==> config.mk <==
export PLATFORM = sky130hd
export DESIGN_NAME = lsu_mem_master_flat
export DESIGN_NICKNAME = d
export VERILOG_FILES = /design/src/rtl/lsu_pkg.sv /design/src/rtl/lsu_mem_master_if.sv /design/src/rtl/lsu_align.sv /design/src/rtl/lsu_mem_master.sv /design/src/flat_wrapper.sv
export SDC_FILE = /design/constraint.sdc
export NUM_CORES = 1
export LEC_CHECK = 0
export ABC_AREA = 1
export CAP_MARGIN = 20
export CORE_MARGIN = 2
export CORE_UTILIZATION = 55
export DETAILED_ROUTE_END_ITERATION = 16
export DONT_BUFFER_PORTS = 1
export PLACE_DENSITY = 0.73
export SETUP_SLACK_MARGIN = 0.15
export SYNTH_ARGS = -nofsm -noshare
export SYNTH_HDL_FRONTEND = slang
export SYNTH_SLANG_ARGS = --single-unit
==> constraint.sdc <==
create_clock -name clk -period 2.6 [get_ports clk]
set_input_delay 0.52 -clock clk [delete_from_list [all_inputs] [get_ports clk]]
set_output_delay 0.52 -clock clk [all_outputs]
set_load 0.005 [all_outputs]
==> src/rtl/lsu_pkg.sv <==
// Shared definitions for the load/store initiator: funct3 codes, FSM states,
// default memory size and the funct3 legality helper.
package lsu_pkg;

  localparam logic [2:0] F3_B  = 3'd0;
  localparam logic [2:0] F3_H  = 3'd1;
  localparam logic [2:0] F3_W  = 3'd2;
  localparam logic [2:0] F3_BU = 3'd4;
  localparam logic [2:0] F3_HU = 3'd5;

  localparam int LSU_DM_BYTES = 64;

  typedef enum logic [1:0] {
    S_IDLE,
    S_RD,
    S_WR,
    S_RESP
  } lsu_state_t;

  // Stores only exist as SB/SH/SW; loads reject the three unused codes.
  function automatic logic f3_illegal(input logic st, input logic [2:0] f3);
    if (st) return !(f3 inside {F3_B, F3_H, F3_W});
    return f3 inside {3'd3, 3'd6, 3'd7};
  endfunction

endpackage

==> src/rtl/lsu_mem_master_if.sv <==
// Word-wide data memory bus: the LSU drives address/strobes/write data,
// the memory returns the read word.
interface lsu_mem_master_if;
  logic [31:0] mem_address;
  logic [31:0] mem_write_data;
  logic        mem_read;
  logic        mem_write;
  logic [31:0] mem_read_data;

  modport master (
    output mem_address, mem_write_data, mem_read, mem_write,
    input  mem_read_data
  );

  modport slave (
    input  mem_address, mem_write_data, mem_read, mem_write,
    output mem_read_data
  );
endinterface

==> src/rtl/lsu_align.sv <==
// Sub-word lane handling: load extraction with extension, read-modify-write
// merge for SB/SH, and the alignment check.
module lsu_align
  import lsu_pkg::*;
(
  input  logic [31:0] word,
  input  logic [1:0]  lane,
  input  logic [2:0]  funct3,
  input  logic [31:0] store_data,
  output logic [31:0] load_val,
  output logic [31:0] merged,
  output logic        misalign
);

  logic [7:0]         b;
  logic [15:0]        h;
  logic signed [7:0]  b_s;
  logic signed [15:0] h_s;

  assign b   = 8'(word >> {lane, 3'b000});
  assign h   = 16'(word >> {lane[1], 4'b0000});
  assign b_s = signed'(b);
  assign h_s = signed'(h);

  always_comb begin
    load_val = '0;
    case (funct3)
      F3_B:    load_val = 32'(b_s);
      F3_H:    load_val = 32'(h_s);
      F3_W:    load_val = word;
      F3_BU:   load_val = 32'(b);
      F3_HU:   load_val = 32'(h);
      default: load_val = '0;
    endcase
  end

  always_comb begin
    merged = word;
    case (funct3)
      F3_B:    merged[{lane, 3'b000} +: 8]     = store_data[7:0];
      F3_H:    merged[{lane[1], 4'b0000} +: 16] = store_data[15:0];
      F3_W:    merged = store_data;
      default: merged = word;
    endcase
  end

  assign misalign = (((funct3 == F3_H) || (funct3 == F3_HU)) && lane[0]) ||
                    ((funct3 == F3_W) && (lane != 2'b00));

endmodule

==> src/rtl/lsu_mem_master.sv <==
// Single-outstanding RV32I load/store initiator for a word-only memory.
// All outputs are registered; sub-word stores are done as read-modify-write.
module lsu_mem_master
  import lsu_pkg::*;
#(
  parameter int MEM_RD_LAT = 1,
  parameter int DM_BYTES   = LSU_DM_BYTES
) (
  input  logic              clk,
  input  logic              reset,
  input  logic              req_valid,
  output logic              req_ready,
  input  logic              is_store,
  input  logic [2:0]        funct3,
  input  logic [31:0]       addr,
  input  logic [31:0]       store_data,
  output logic              resp_valid,
  output logic              resp_err,
  output logic [31:0]       load_data,
  lsu_mem_master_if.master  mem
);

  lsu_state_t  state_q, state_nxt;
  logic [2:0]  cnt_q, cnt_nxt;
  logic        req_ready_q, req_ready_nxt;
  logic        resp_valid_q, resp_valid_nxt;
  logic        resp_err_q, resp_err_nxt;
  logic [31:0] load_data_q, load_data_nxt;
  logic [31:0] mem_address_q, mem_address_nxt;
  logic [31:0] mem_wdata_q, mem_wdata_nxt;
  logic        mem_read_q, mem_read_nxt;
  logic        mem_write_q, mem_write_nxt;

  logic [1:0]  lane_p0;
  logic [2:0]  f3_p0;
  logic        st_p0;
  logic [31:0] sd_p0;

  logic        accept;
  logic [31:0] word_addr;
  logic        out_of_range;
  logic [1:0]  lane_sel;
  logic [2:0]  f3_sel;
  logic [31:0] load_val;
  logic [31:0] merged;
  logic        misalign;
  logic        fault;

  assign accept       = req_valid && req_ready_q;
  assign word_addr    = {addr[31:2], 2'b00};
  assign out_of_range = (word_addr + 32'd3) >= 32'(DM_BYTES);

  // The aligner checks the incoming request in IDLE and the latched one after.
  assign lane_sel = (state_q == S_IDLE) ? addr[1:0] : lane_p0;
  assign f3_sel   = (state_q == S_IDLE) ? funct3    : f3_p0;
  assign fault    = misalign || out_of_range || f3_illegal(is_store, funct3);

  lsu_align u_align (
    .word       (mem.mem_read_data),
    .lane       (lane_sel),
    .funct3     (f3_sel),
    .store_data (sd_p0),
    .load_val   (load_val),
    .merged     (merged),
    .misalign   (misalign)
  );

  // Request capture stage
  always_ff @(posedge clk) begin
    if (accept) begin
      lane_p0 <= addr[1:0];
      f3_p0   <= funct3;
      st_p0   <= is_store;
      sd_p0   <= store_data;
    end
  end

  always_ff @(posedge clk) begin
    if (!reset) begin
      state_q       <= S_IDLE;
      cnt_q         <= '0;
      req_ready_q   <= 1'b0;
      resp_valid_q  <= 1'b0;
      resp_err_q    <= 1'b0;
      load_data_q   <= '0;
      mem_address_q <= '0;
      mem_wdata_q   <= '0;
      mem_read_q    <= 1'b0;
      mem_write_q   <= 1'b0;
    end else begin
      state_q       <= state_nxt;
      cnt_q         <= cnt_nxt;
      req_ready_q   <= req_ready_nxt;
      resp_valid_q  <= resp_valid_nxt;
      resp_err_q    <= resp_err_nxt;
      load_data_q   <= load_data_nxt;
      mem_address_q <= mem_address_nxt;
      mem_wdata_q   <= mem_wdata_nxt;
      mem_read_q    <= mem_read_nxt;
      mem_write_q   <= mem_write_nxt;
    end
  end

  always_comb begin
    state_nxt       = state_q;
    cnt_nxt         = cnt_q;
    req_ready_nxt   = 1'b0;
    resp_valid_nxt  = 1'b0;
    resp_err_nxt    = 1'b0;
    load_data_nxt   = '0;
    mem_address_nxt = mem_address_q;
    mem_wdata_nxt   = mem_wdata_q;
    mem_read_nxt    = 1'b0;
    mem_write_nxt   = 1'b0;
    case (state_q)
      S_IDLE: begin
        req_ready_nxt = 1'b1;
        if (accept) begin
          req_ready_nxt = 1'b0;
          if (fault) begin
            state_nxt      = S_RESP;
            resp_valid_nxt = 1'b1;
            resp_err_nxt   = 1'b1;
          end else if (is_store && (funct3 == F3_W)) begin
            state_nxt       = S_WR;
            mem_write_nxt   = 1'b1;
            mem_wdata_nxt   = store_data;
            mem_address_nxt = word_addr;
          end else begin
            state_nxt       = S_RD;
            mem_read_nxt    = 1'b1;
            cnt_nxt         = '0;
            mem_address_nxt = word_addr;
          end
        end
      end
      S_RD: begin
        mem_read_nxt = 1'b1;
        if (cnt_q == 3'(MEM_RD_LAT - 1)) begin
          mem_read_nxt = 1'b0;
          if (st_p0) begin
            state_nxt     = S_WR;
            mem_write_nxt = 1'b1;
            mem_wdata_nxt = merged;
          end else begin
            state_nxt      = S_RESP;
            resp_valid_nxt = 1'b1;
            load_data_nxt  = load_val;
          end
        end else begin
          cnt_nxt = cnt_q + 3'd1;
        end
      end
      S_WR: begin
        state_nxt      = S_RESP;
        resp_valid_nxt = 1'b1;
      end
      S_RESP: begin
        state_nxt     = S_IDLE;
        req_ready_nxt = 1'b1;
      end
      default: state_nxt = S_IDLE;
    endcase
  end

  assign req_ready          = req_ready_q;
  assign resp_valid         = resp_valid_q;
  assign resp_err           = resp_err_q;
  assign load_data          = load_data_q;
  assign mem.mem_address    = mem_address_q;
  assign mem.mem_write_data = mem_wdata_q;
  assign mem.mem_read       = mem_read_q;
  assign mem.mem_write      = mem_write_q;

endmodule

==> src/flat_wrapper.sv <==
// flat-port wrapper written by rule: the top's interface ports become plain ports
module lsu_mem_master_flat import lsu_pkg::*;
#(
  parameter int MEM_RD_LAT = 1,
  parameter int DM_BYTES   = LSU_DM_BYTES
)
  (clk, reset, req_valid, req_ready, is_store, funct3, addr, store_data, resp_valid, resp_err, load_data, mem_mem_address, mem_mem_write_data, mem_mem_read, mem_mem_write, mem_mem_read_data);
  lsu_mem_master_if mem_i ();
  input  logic clk;
  input  logic reset;
  input  logic req_valid;
  output logic req_ready;
  input  logic is_store;
  input  logic [2:0] funct3;
  input  logic [31:0] addr;
  input  logic [31:0] store_data;
  output logic resp_valid;
  output logic resp_err;
  output logic [31:0] load_data;
  output wire logic [$bits(mem_i.mem_address)-1:0] mem_mem_address;
  output wire logic [$bits(mem_i.mem_write_data)-1:0] mem_mem_write_data;
  output wire logic [$bits(mem_i.mem_read)-1:0] mem_mem_read;
  output wire logic [$bits(mem_i.mem_write)-1:0] mem_mem_write;
  input wire logic [$bits(mem_i.mem_read_data)-1:0] mem_mem_read_data;
  assign mem_mem_address = mem_i.mem_address;
  assign mem_mem_write_data = mem_i.mem_write_data;
  assign mem_mem_read = mem_i.mem_read;
  assign mem_mem_write = mem_i.mem_write;
  assign mem_i.mem_read_data = mem_mem_read_data;
  lsu_mem_master #(.MEM_RD_LAT(MEM_RD_LAT), .DM_BYTES(DM_BYTES)) u_core (.clk(clk), .reset(reset), .req_valid(req_valid), .req_ready(req_ready), .is_store(is_store), .funct3(funct3), .addr(addr), .store_data(store_data), .resp_valid(resp_valid), .resp_err(resp_err), .load_data(load_data), .mem(mem_i));
endmodule
==> metrics.md <==
| Metric | Value |
|---|---|
| Outcome | finished, final reports clean |
| Worst-Skew Late Latency | between 0.4 and 0.5 ns |
| Hold Vio Cnt, Final | 0 |
| Overall power | ~9.8 mW |
| WL/cell | ~16 um |
| Largest net degree at the start of global routing | 53 |
| Async SR Flop Fraction | 0 |
| Hold endpoint | u_core.st_p0 |
| Critical path peak fanout | 8 |
| Synth top area cells | dfxtp_1 26%, nand2_1 19%, edfxtp_1 14%, inv_1 7.4%, nand3_1 7.3% |
| RSZ-0062 raised after global routing | true |
| Count leader, synth | nand2_1 |
| Syn-to-layout area delta | 11.92% |
| Synth warnings | 0 |
| DRC errors left | 0 |
| R2R Path End | u_core.mem.mem_write_data[18] |
| Synth top area share | 0.2606 |
| GPL Wtd Cong | around 0.94 |
| Period utilization | 0.8874 |
| Clock tree from TritonCTS | done |
| I/O Buffers | 0 |
| Hold buffers post-CTS | 0 |
| Reg-to-Reg Start | u_core.state_q[1] |
| Setup tns final | 0 ns |
| Distinct cells, synth | 40 |
| WHS Path Cells | 0 |
| Endpoint type of the worst setup path | flop |
| Max Freq | between 0.4 and 0.5 GHz |
| Critical Path RT | ~2.9 ns |
| Cells after synthesis | roughly 1.2k |
| # rows | between 40 and 50 |
| Avg Inst Size Synth | around 6.6 sq um |
| CTS Buf Count | 17 |
| Post-placement cell area | ~8000 sq um |
| Nets | between 1k and 1.5k |
| CP arrival | 2.61 ns |
| # fillers | roughly 1.4k |
| EDFF count, synth | 38 |
| Area leader, netlist | dfxtp_1 |
| Crit start category | flop |
| Final core area utilization | 0.6223 |
| Total grt overflow | 0 |
| Hold Crit Start | is_store |
| Top_reg_cell synth | dfxtp_1 |
| Clock slew at reported path FFs | 0.07 ns |
| Rel. slew slack | 0.5183 |
| Worst-case hold slack | between 0.15 and 0.2 ns |
| CTS sink cnt | 142 |
| Synth Cell Area | 7990 sq um |
| Final Max Tran Viols | 0 |
| First-pass GRT wire length | around 36,000 um |
| Die ar. | 15,510 sq um |
| Seq/Total Area, Yosys | 0.4034 |
| Initial DRC count | around 740 |
| Initial antenna violation count | 0 |
| Worst min-delay path class | input port to flop |
| Total number of vias | around 7.6k |
| Post-DP HPWL | 16,830 um |
| Pwr per Cell Area | between 1000 and 1500 nW/um^2 |
| Vias per std cell | between 5 and 6 |
| Initial Util | 0.5561 |
| Vias in the first global route | roughly 7.0k |
| Kind of critical path | flop to flop |
| Share of post-route cells with drive strength above 1 | 0.1097 |
| DR pass1 iterations | 8 |
| Clock buffer depth | 2 |
| Setup Skew | between 0.009 and 0.01 ns |
| Max cap viols | 0 |
| Antenna diodes | 0 |
| Synth cell count leaders | 406 x nand2_1, 158 x inv_1, 139 x nor2_1 |
| Die Width | roughly 120 um |
| CTS H-tree depth | 4 |
| FF-to-FF setup slack | roughly 0.3 ns |
| Detailed Route WL | roughly 23,000 um |
| Least-Margin Pin Slew | between 0.7 and 0.8 ns |
| Detail Route Antenna Nets | 0 |
| Finish-stage setup viols | 0 |
| Synth Register Bits | 142 |
| Period minus WS final | ~2.3 ns |
| Static leakage | around 4.3 nW |
| Reg2reg path depth | 16 |
| Global Route Usage Sum | 0.2950 |
| Final Cell Area | 8942 sq um |
| Die Y | 124.5 um |
| CTS root buf | clkbuf_16 |
| Placeable core region | ~14,000 sq um |
| IO Pins | 204 |
| Maximum ir drop on the vdd rail | roughly 600 uV |
## worst max-delay path, stage by stage, from the launching register on
cell,delay [ns]
dfxtp_2,0.35
inv_1,0.08
ha_4,0.20
inv_4,0.09
buf_4,0.15
nand2_1,0.07
nand2_2,0.15
ha_1,0.21
inv_1,0.12
nand3_1,0.12
nand2_2,0.12
nand2_1,0.15
nand2_1,0.08
o21ai_1,0.14
nand2_1,0.06
nand2_1,0.05
nor2_1,0.03
## kinds of logic after synthesis
group                      count (synthesis)  share of synthesized area
other                                      1                  0.0004693
adders and majority gates                 11                    0.01722
DFF                                      142                     0.4034
AOI/OAI and AO/OA                        111                    0.07564
xor gates and xnor gates                   1                   0.001096
buffers and inverters                    231                     0.1214
and+or+nand+nor                          722                     0.3808
## area by class of cell
type                            count  area (sq um)  area share
Tap cell                          184         230.2     0.02575
Sequential cell                   142          3226      0.3607
Inverter                          165         631.9     0.07066
Multi-Input combinational cell    847          3911      0.4374
Clock inverter                     15         166.4     0.01861
Timing Repair Buffer               36         351.6     0.03932
Clock buffer                       17         425.4     0.04757
## metal layers
| layer | part of all wire | GRT usage | vias to the layer above |
|---|---|---|---|
| met5 | 0 | 0 | - |
| met4 | 0.024 | 0.08790 | 0 |
| met3 | 0.11 | 0.1052 | 42 |
| met2 | 0.45 | 0.4690 | 363 |
| met1 | 0.41 | 0.3787 | 3394 |
| li1 | - | - | 3777 |
## flip-flops by register name, indices dropped and copies added, names as in the netlist, 2 cells and up
| name | flops |
|---|---|
| u_core.cnt_q | 3 |
| u_core.f3_p0 | 3 |
| u_core.lane_p0 | 2 |
| u_core.load_data | 32 |
| u_core.mem.mem_address | 30 |
| u_core.mem.mem_write_data | 32 |
| u_core.sd_p0 | 32 |
| u_core.state_q | 2 |
## how the worst max path moves through the flow
stage | start | endpoint | slack [ns] | depth (start not counted)
global route | u_core.state_q[1] | u_core.mem.mem_write_data[9] | 0.15 | 16
floorplan | u_core.state_q[0] | u_core.mem.mem_write_data[12] | 0.15 | 19
CTS | u_core.state_q[1] | u_core.mem.mem_write_data[31] | 0.17 | 15
detailed placement | u_core.state_q[1] | u_core.mem.mem_write_data[8] | 0.03 | 16
global placement | u_core.state_q[1] | u_core.mem.mem_write_data[8] | 0.05 | 16
finish | u_core.state_q[1] | u_core.mem.mem_write_data[18] | 0.29 | 16
## where the power goes
group	total (mW)	internal (mW)	leakage (nW)	switching [mW]
clock	2.41	1.29	0.294	1.11
combinational	4.63	1.58	2.82	3.04
sequential	2.80	2.60	1.19	0.198
## what timing repair did
item,4_1_cts,5_1_grt
pin swaps,1,2
setup endpoints to repair,56,65
gates resized for setup,4,36
cloned,0,0
buffers inserted,1,3
## through the flow
| step | instances | setup slack [ns] |
|---|---|---|
| after detailed placement | 1370 | 0.03058 |
| after global placement | 1370 | 0.04561 |
| after floorplan | 1220 | 0.1549 |
| final | 1406 | 0.2928 |
| after global routing | 1406 | 0.1468 |
| after CTS | 1403 | 0.1654 |
## placed cells by master, fill, tap and decap left out, drive strengths merged, types with 5 or more instances in the layout
| master | instances |
|---|---|
| a21oi | 36 |
| buf | 36 |
| clkbuf | 17 |
| clkinv | 6 |
| dfxtp | 104 |
| edfxtp | 38 |
| ha | 11 |
| inv | 174 |
| nand2 | 417 |
| nand3 | 121 |
| nand4 | 14 |
| nor2 | 143 |
| nor3 | 8 |
| o211ai | 5 |
| o21ai | 57 |
| or2 | 17 |
Power figures use the tool's default switching activity.
